## src/rtl/bcd_time_counter_if.sv

```systemverilog
// rtl/bcd_time_counter_if.sv - control/time bus between the time counter and its neighbours
//
// Groups the load/adjust/tick controls and the BCD time and pulse outputs.
//   master : drives tick_en, hold, load, ld_*, adj_*; observes time and pulses
//   slave  : the counter itself
//
// Signals:
//   tick_en                  1 Hz count enable, one cycle wide
//   hold                     freeze counting (load/adjust still honoured)
//   load, ld_hours/minte/secd  full-time load strobe and BCD values
//   adj_sel, adj_inc         per-field adjust select and strobe
//   hours, minte, secd       BCD time of day
//   sec_pulse, hour_pulse    one-cycle event flags
//   load_err                 one-cycle flag for a rejected load

interface bcd_time_counter_if;
    logic       tick_en;
    logic       hold;
    logic       load;
    logic [7:0] ld_hours;
    logic [7:0] ld_minte;
    logic [7:0] ld_secd;
    logic [1:0] adj_sel;
    logic       adj_inc;
    logic [7:0] hours;
    logic [7:0] minte;
    logic [7:0] secd;
    logic       sec_pulse;
    logic       hour_pulse;
    logic       load_err;

    modport master (
        output tick_en, hold, load, ld_hours, ld_minte, ld_secd, adj_sel, adj_inc,
        input  hours, minte, secd, sec_pulse, hour_pulse, load_err
    );

    modport slave (
        input  tick_en, hold, load, ld_hours, ld_minte, ld_secd, adj_sel, adj_inc,
        output hours, minte, secd, sec_pulse, hour_pulse, load_err
    );
endinterface

```

## src/rtl/bcd_time_counter.sv

```systemverilog
// rtl/bcd_time_counter.sv - BCD hh:mm:ss time-of-day counter with load, adjust and rollover flags
//
// Counts 00:00:00 .. HOUR_MAX:59:59 on an accepted seconds tick. Per-cycle
// priority is load > adjust > tick; a lower-priority event in the same cycle
// is dropped. All outputs are registered.
//
// Ports:
//   cp   in   system clock, posedge
//   rst  in   asynchronous active-low reset
//   bus  slave modport of bcd_time_counter_if (controls in, time/pulses out)
//
// Parameters:
//   DIV       cp cycles per seconds tick when the internal prescaler is built (>= 2)
//   HOUR_MAX  highest BCD hour; the next hour increment wraps to 8'h00
//
// Build option:
//   CLK_PRESCALE_EN  when defined, an internal 0..DIV-1 prescaler replaces
//                    bus.tick_en as the tick source. It restarts on reset and
//                    on an accepted load, and keeps running while hold is high.

module bcd_time_counter #(
    parameter int         DIV      = 50000000,
    parameter logic [7:0] HOUR_MAX = 8'h23
) (
    input  logic              cp,
    input  logic              rst,
    bcd_time_counter_if.slave bus
);

    logic [7:0] hours_q;
    logic [7:0] minte_q;
    logic [7:0] secd_q;
    logic       sec_pulse_q;
    logic       hour_pulse_q;
    logic       load_err_q;

    // 00..59 field with both nibbles in range.
    function automatic logic sexa_ok(input logic [7:0] v);
        return (v[7:4] <= 4'd5) && (v[3:0] <= 4'd9);
    endfunction

    // With both nibbles <= 9, BCD ordering equals numeric ordering, so a
    // plain compare against HOUR_MAX is valid.
    function automatic logic hour_ok(input logic [7:0] v);
        return (v[7:4] <= 4'd9) && (v[3:0] <= 4'd9) && (v <= HOUR_MAX);
    endfunction

    // An out-of-range field (only reachable by forcing) restarts at 00.
    function automatic logic [7:0] sexa_inc(input logic [7:0] v);
        if (!sexa_ok(v) || (v == 8'h59)) begin
            return 8'h00;
        end else if (v[3:0] == 4'd9) begin
            return {v[7:4] + 4'd1, 4'd0};
        end else begin
            return {v[7:4], v[3:0] + 4'd1};
        end
    endfunction

    function automatic logic [7:0] hour_inc(input logic [7:0] v);
        if (!hour_ok(v) || (v == HOUR_MAX)) begin
            return 8'h00;
        end else if (v[3:0] == 4'd9) begin
            return {v[7:4] + 4'd1, 4'd0};
        end else begin
            return {v[7:4], v[3:0] + 4'd1};
        end
    endfunction

    logic load_ok;
    logic adj_req;
    logic tick_src;
    logic tick_ok;
    logic min_carry;
    logic hour_carry;

    assign load_ok    = bus.load && sexa_ok(bus.ld_secd) && sexa_ok(bus.ld_minte)
                        && hour_ok(bus.ld_hours);
    assign adj_req    = bus.adj_inc && (bus.adj_sel != 2'b00);
    assign tick_ok    = tick_src && !bus.hold && !bus.load && !adj_req;
    assign min_carry  = (secd_q == 8'h59);
    assign hour_carry = min_carry && (minte_q == 8'h59);

`ifdef CLK_PRESCALE_EN
    localparam int PW = (DIV > 2) ? $clog2(DIV) : 1;

    logic [PW-1:0] presc;

    assign tick_src = (presc == PW'(DIV - 1));

    always_ff @(posedge cp or negedge rst) begin
        if (!rst) begin
            presc <= '0;
        end else if (load_ok || tick_src) begin
            presc <= '0;
        end else begin
            presc <= presc + 1'b1;
        end
    end
`else
    assign tick_src = bus.tick_en;

    // DIV only sizes the prescaler; nothing to build here.
    if (DIV < 2) begin : g_div_unused
    end
`endif

    always_ff @(posedge cp or negedge rst) begin
        if (!rst) begin
            hours_q      <= 8'h00;
            minte_q      <= 8'h00;
            secd_q       <= 8'h00;
            sec_pulse_q  <= 1'b0;
            hour_pulse_q <= 1'b0;
            load_err_q   <= 1'b0;
        end else begin
            sec_pulse_q  <= 1'b0;
            hour_pulse_q <= 1'b0;
            load_err_q   <= 1'b0;
            if (bus.load) begin
                if (load_ok) begin
                    hours_q <= bus.ld_hours;
                    minte_q <= bus.ld_minte;
                    secd_q  <= bus.ld_secd;
                end else begin
                    load_err_q <= 1'b1;
                end
            end else if (adj_req) begin
                case (bus.adj_sel)
                    2'b01:   secd_q  <= 8'h00;
                    2'b10:   minte_q <= sexa_inc(minte_q);
                    2'b11:   hours_q <= hour_inc(hours_q);
                    default: ;
                endcase
            end else if (tick_ok) begin
                sec_pulse_q  <= 1'b1;
                hour_pulse_q <= hour_carry;
                secd_q       <= sexa_inc(secd_q);
                // Fields not carried into are still scrubbed if out of range.
                if (min_carry || !sexa_ok(minte_q)) begin
                    minte_q <= sexa_inc(minte_q);
                end
                if (hour_carry || !hour_ok(hours_q)) begin
                    hours_q <= hour_inc(hours_q);
                end
            end
        end
    end

    assign bus.hours      = hours_q;
    assign bus.minte      = minte_q;
    assign bus.secd       = secd_q;
    assign bus.sec_pulse  = sec_pulse_q;
    assign bus.hour_pulse = hour_pulse_q;
    assign bus.load_err   = load_err_q;

endmodule

```

## src/flat_wrapper.sv

```systemverilog
// flat-port wrapper written by rule: the top's interface ports become plain ports
module bcd_time_counter_flat 
#(
    parameter int         DIV      = 50000000,
    parameter logic [7:0] HOUR_MAX = 8'h23
)
  (cp, rst, bus_tick_en, bus_hold, bus_load, bus_ld_hours, bus_ld_minte, bus_ld_secd, bus_adj_sel, bus_adj_inc, bus_hours, bus_minte, bus_secd, bus_sec_pulse, bus_hour_pulse, bus_load_err);
  bcd_time_counter_if bus_i ();
  input  logic cp;
  input  logic rst;
  input wire logic [$bits(bus_i.tick_en)-1:0] bus_tick_en;
  input wire logic [$bits(bus_i.hold)-1:0] bus_hold;
  input wire logic [$bits(bus_i.load)-1:0] bus_load;
  input wire logic [$bits(bus_i.ld_hours)-1:0] bus_ld_hours;
  input wire logic [$bits(bus_i.ld_minte)-1:0] bus_ld_minte;
  input wire logic [$bits(bus_i.ld_secd)-1:0] bus_ld_secd;
  input wire logic [$bits(bus_i.adj_sel)-1:0] bus_adj_sel;
  input wire logic [$bits(bus_i.adj_inc)-1:0] bus_adj_inc;
  output wire logic [$bits(bus_i.hours)-1:0] bus_hours;
  output wire logic [$bits(bus_i.minte)-1:0] bus_minte;
  output wire logic [$bits(bus_i.secd)-1:0] bus_secd;
  output wire logic [$bits(bus_i.sec_pulse)-1:0] bus_sec_pulse;
  output wire logic [$bits(bus_i.hour_pulse)-1:0] bus_hour_pulse;
  output wire logic [$bits(bus_i.load_err)-1:0] bus_load_err;
  assign bus_i.tick_en = bus_tick_en;
  assign bus_i.hold = bus_hold;
  assign bus_i.load = bus_load;
  assign bus_i.ld_hours = bus_ld_hours;
  assign bus_i.ld_minte = bus_ld_minte;
  assign bus_i.ld_secd = bus_ld_secd;
  assign bus_i.adj_sel = bus_adj_sel;
  assign bus_i.adj_inc = bus_adj_inc;
  assign bus_hours = bus_i.hours;
  assign bus_minte = bus_i.minte;
  assign bus_secd = bus_i.secd;
  assign bus_sec_pulse = bus_i.sec_pulse;
  assign bus_hour_pulse = bus_i.hour_pulse;
  assign bus_load_err = bus_i.load_err;
  bcd_time_counter #(.DIV(DIV), .HOUR_MAX(HOUR_MAX)) u_core (.cp(cp), .rst(rst), .bus(bus_i));
endmodule
```

## config.mk

```make
export PLATFORM = sky130hd
export DESIGN_NAME = bcd_time_counter_flat
export DESIGN_NICKNAME = d
export VERILOG_FILES = /design/src/rtl/bcd_time_counter_if.sv /design/src/rtl/bcd_time_counter.sv /design/src/flat_wrapper.sv
export SDC_FILE = /design/constraint.sdc
export NUM_CORES = 1
export LEC_CHECK = 0
export ABC_AREA = 1
export CAP_MARGIN = 0
export CORE_MARGIN = 5
export CORE_UTILIZATION = 40
export CTS_BUF_LIST = sky130_fd_sc_hd__clkbuf_16
export DETAILED_ROUTE_END_ITERATION = 6
export GPL_TIMING_DRIVEN = 0
export HOLD_SLACK_MARGIN = 0.15
export PLACE_DENSITY = 0.68
export SETUP_SLACK_MARGIN = 0.5
export SKIP_CTS_REPAIR_TIMING = 1
export SYNTH_ARGS = -nofsm -noshare
export SYNTH_HDL_FRONTEND = slang
export SYNTH_SLANG_ARGS = --single-unit
```

## constraint.sdc

```tcl
create_clock -name cp -period 1.4 [get_ports cp]
set_input_delay 0.28 -clock cp [delete_from_list [all_inputs] [get_ports cp]]
set_output_delay 0.28 -clock cp [all_outputs]
set_load 0.005 [all_outputs]
```

==> qor.csv, run 1 <==
stage,metric,value,unit
worst_setup_path,arrival,1.87,ns
cells_and_area,antenna_cells,0,
synthesis,synth_top_family_by_area,simple AND/OR/NAND/NOR gates,
detailed_routing,drc_errors,0,
synthesis,synth_cell_types,34,
worst_setup_path,required,1.60,ns
pwr,p_clk_share,14.4,%
outcome,violations,setup timing,
worst_setup_path,crit_buf_inv,2,
global_routing,grt_pass1_wl,9210,um
detailed_routing,drt_iter0_markers,122,
floorplan,die_area,6840,um^2
cells_and_area,layout_commonest_cell,nand2_1,
synthesis,yosys.area_share.simple,41.4,%
cells_and_area,utilization,67.6,%
worst_setup_path,reg2reg_slack,-0.27,ns
clock_tree,cts_buffer_depth,2,
worst_setup_path,crit_path_start,u_core.bus.minte[5]$_DFFE_PN0P_,
clock_tree,cts_root_buffer,clkbuf_16,
worst_setup_path,crit-reg2reg-launch,u_core.bus.minte[5]$_DFFE_PN0P_,
cells_and_area,final_cell_mix,"nand2_1, buf_4, inv_1",
worst_setup_path,path_max_fanout,5,
global_routing,grt_pass1_vias,2005,
pwr,power,4.65,mW
detailed_routing,vias,2377,
synthesis,yosysTopAreaCell,dfrtp_1,
synthesis,synth-edff-count,0,
worst_setup_path,crit_cells,12,
pwr,power_leakage,1.84,nW
clock_tree,clkSinkCount,27,
placed_design,io_buffer_count,58,
floorplan,fp.dieW,82.7,um
sta,timing.final.ws_setup,-0.266,ns
worst_setup_path,slowest_stage,dfrtp_2,
synthesis,synth_area_leaders,"dfrtp_1, nand2_1, inv_1",
worst_setup_path,r2r_cells,12,
sta,setup_viol,29,
pwr,switching_power,1.93,mW
pwr,switching_share,41.5,%
detailed_routing,wl_per_cell,14.3,um
placed_design,dpl_cell_area,2820,um^2
synthesis,ys_warn_count,0,
run,max-cap-violations,0,
global_routing,grt_overflow,0,
synthesis,syn_inst,311,
synthesis,synth_mux_area_share,0,%
pwr,comb_power_share,56.5,%
pwr,p_seq_share,29.1,%
synthesis,seq_area_frac_synth,32.0,%
synthesis,synth_xor_area_share,5.38,%
detailed_routing,via_per_inst,4.96,
sta,slew_headroom,55.5,%
global_routing,grt_max_degree,28,
clock_tree,clk_latency,0.26,ns
worst_hold_path,hold_path_class,in2async,
cells_and_area,layout.nets,451,
global_routing,globalRouteTotalUtil,17.5,%
synthesis,synth_fa_ha_area_share,5.33,%
placed_design,dp_hpwl,4450,um
sta,timing.final.crit_share,119,%
worst_setup_path,path_class,reg2reg,
worst_setup_path,crit_end,u_core.bus.hours[3]$_DFFE_PN0P_,
detailed_routing,ant_nets,0,
floorplan,start_util,41.4,%
placed_design,pre_cts_slack,-0.631,ns
sta,fin_crit,1.67,ns
synthesis,ys.flop_type,dfrtp_1,
synthesis,syn_avg_cell_area,6.80,um^2
clock_tree,cts_tree,yes,
pwr,intPower,2.72,mW
detailed_routing,first_pass_iters,4,
floorplan,rows,26,
synthesis,netlist_area,2110,um^2
cells_and_area,area_growth,63.3,%
worst_setup_path,slowest_delay,0.45,ns
sta,worst_pin_slew,0.667,ns
worst_setup_path,path_cells,inv_4 -> ha_4 -> nand3_2 -> nor2_2 -> nand2_2 -> nand2_2 -> nand2_2 -> nand2_4 -> inv_4 -> nor2_4 -> nand2_1 -> nand2_1,
synthesis,synth-compound-area-share,7.87,%
sta,max_freq,600,MHz
worst_setup_path,end_kind,flip-flop,
detailed_routing,wirelength,6840,um
pwr,ir_worst_vdd,926,uV
floorplan,die_h,82.7,um
cells_and_area,n_fill_cell,442,
clock_tree,htree_levels,1,
floorplan,core,5110,um^2
worst_setup_path,critical_path.top_delay_family,simple AND/OR/NAND/NOR gates,
worst_setup_path,reg2reg_to,u_core.bus.hours[3]$_DFFE_PN0P_,
floorplan,ios,59,
synthesis,synth.net_count,352,
placed_design,routabilityCongestion,0.847,
synthesis,synth_top_area_share,32.0,%
worst_setup_path,crit_path_start_kind,flip-flop,
sta,rsz0062_at_grt,yes,
sta,hold_viol_final,0,
cells_and_area,final_layout_size_suffix_gt1_share,43.5,%
clock_tree,path_clk_slew,0.07,ns
global_routing,antenna_found_initial,0,
worst_setup_path,cp_common_cell,nand2_2,
cells_and_area,design_area,3450,um^2
pwr,power_density,1350,nW/um^2
sta,slew_violations,0,
synthesis,async_flop_share,100,%
clock_tree,numCtsBuffers,3,
synthesis,synth_seq_cells,27,
outcome,status,"finished, violations left",
sta,fin_skew,0.00348,ns
-- state kept, by name (all words and copies together), names as in the netlist --
signal and flops:
u_core.bus.hour_pulse 1, u_core.bus.hours 8, u_core.bus.load_err 1, u_core.bus.minte 8, u_core.bus.sec_pulse 1, u_core.bus.secd 8
-- worst min-delay path by stage --
stage                                    start                              end  slack, ns  cells past startpoint
3_5_place_dp   u_core.bus.minte[7]$_DFFE_PN0P_  u_core.bus.minte[7]$_DFFE_PN0P_       0.50                      2
2_1_floorplan                              rst  u_core.bus.hour_pulse$_DFF_PN0_      -0.02                      0
6_report                                   rst   u_core.bus.secd[5]$_DFFE_PN0P_       0.04                      1
3_3_place_gp   u_core.bus.minte[7]$_DFFE_PN0P_  u_core.bus.minte[7]$_DFFE_PN0P_       0.50                      2
4_1_cts        u_core.bus.minte[7]$_DFFE_PN0P_  u_core.bus.minte[7]$_DFFE_PN0P_       0.52                      2
5_1_grt                                    rst   u_core.bus.secd[5]$_DFFE_PN0P_        0.1                      1
-- Yosys cell counts, types with 2 or more instances --
cell type	instances
buf_2	4
dfrtp_1	27
ha_1	9
inv_1	32
inv_2	4
nand2_1	110
nand2_2	5
nand2_4	2
nand3_1	21
nand3_2	3
nand4_1	9
nor2_1	27
nor2_2	6
nor2_4	2
o21ai_0	15
o21ai_1	4
o22ai_1	3
xnor2_1	5
xor2_1	8
-- worst reg2reg max path, stage by stage (launching register included) --
cell     delay (ns)
dfrtp_2        0.45
inv_4          0.09
ha_4           0.13
nand3_2        0.08
nor2_2         0.19
nand2_2        0.10
nand2_2        0.07
nand2_2        0.06
nand2_4        0.12
inv_4          0.05
nor2_4         0.13
nand2_1        0.06
nand2_1        0.07
-- cell type report --
| class | count | area [um^2] | area share, % |
|---|---|---|---|
| multi-input combinational | 241 | 1570 | 45.5 |
| timing repair buffer | 94 | 838 | 24.3 |
| clock inverter | 1 | 3.75 | 0.109 |
| tap | 70 | 87.6 | 2.54 |
| clock buffer | 3 | 75.1 | 2.17 |
| sequential | 27 | 691 | 20.0 |
| inverter | 38 | 149 | 4.31 |
| buffer | 5 | 36.3 | 1.05 |
-- cell families after synthesis --
group                      after synthesis
AOI/OAI and AO/OA                       28
DFF                                     27
buffers and inverters                   43
xor gates and xnor gates                13
adders and majority gates                9
and+or+nand+nor                        191
-- power groups by stage --
stage | registers, mW | clock network (mW) | logic, mW
3_3_place_gp | 1.35 | 0 | 1.87
6_report | 1.35 | 0.670 | 2.63
2_1_floorplan | 1.30 | 0 | 1.12
5_1_grt | 1.39 | 0.715 | 2.88
4_1_cts | 1.33 | 0.674 | 1.92
3_5_place_dp | 1.35 | 0 | 1.91
-- per-stage QoR --
step | std cells | hold WS [ns] | TNS, ns
global route | 479 | 0.0972 | -7.89
finish | 479 | 0.0395 | -5.26
detailed placement | 439 | 0.495 | -26.31
global placement | 439 | 0.498 | -24.57
CTS | 443 | 0.516 | -14.24
floorplan | 311 | -0.0156 | -1.05
-- per-layer routing --
metal  vias up  GRT usage, %  share of wire (%)
li1       1175             -                  -
met2        67          30.5                 52
met3        14          1.95                3.9
met4         0          4.08                2.2
met5         -             0                  0
met1      1121          23.0                 42
Power figures use the tool's default switching activity.
==> inputs of run 2 (changes only) <==
- ABC_CLOCK_PERIOD_IN_PS: default -> 1400
- TNS_END_PERCENT: default -> 100
==> results of run 2 <==
Same layout as run 1: the final DEF is identical, and so are final timing and power.
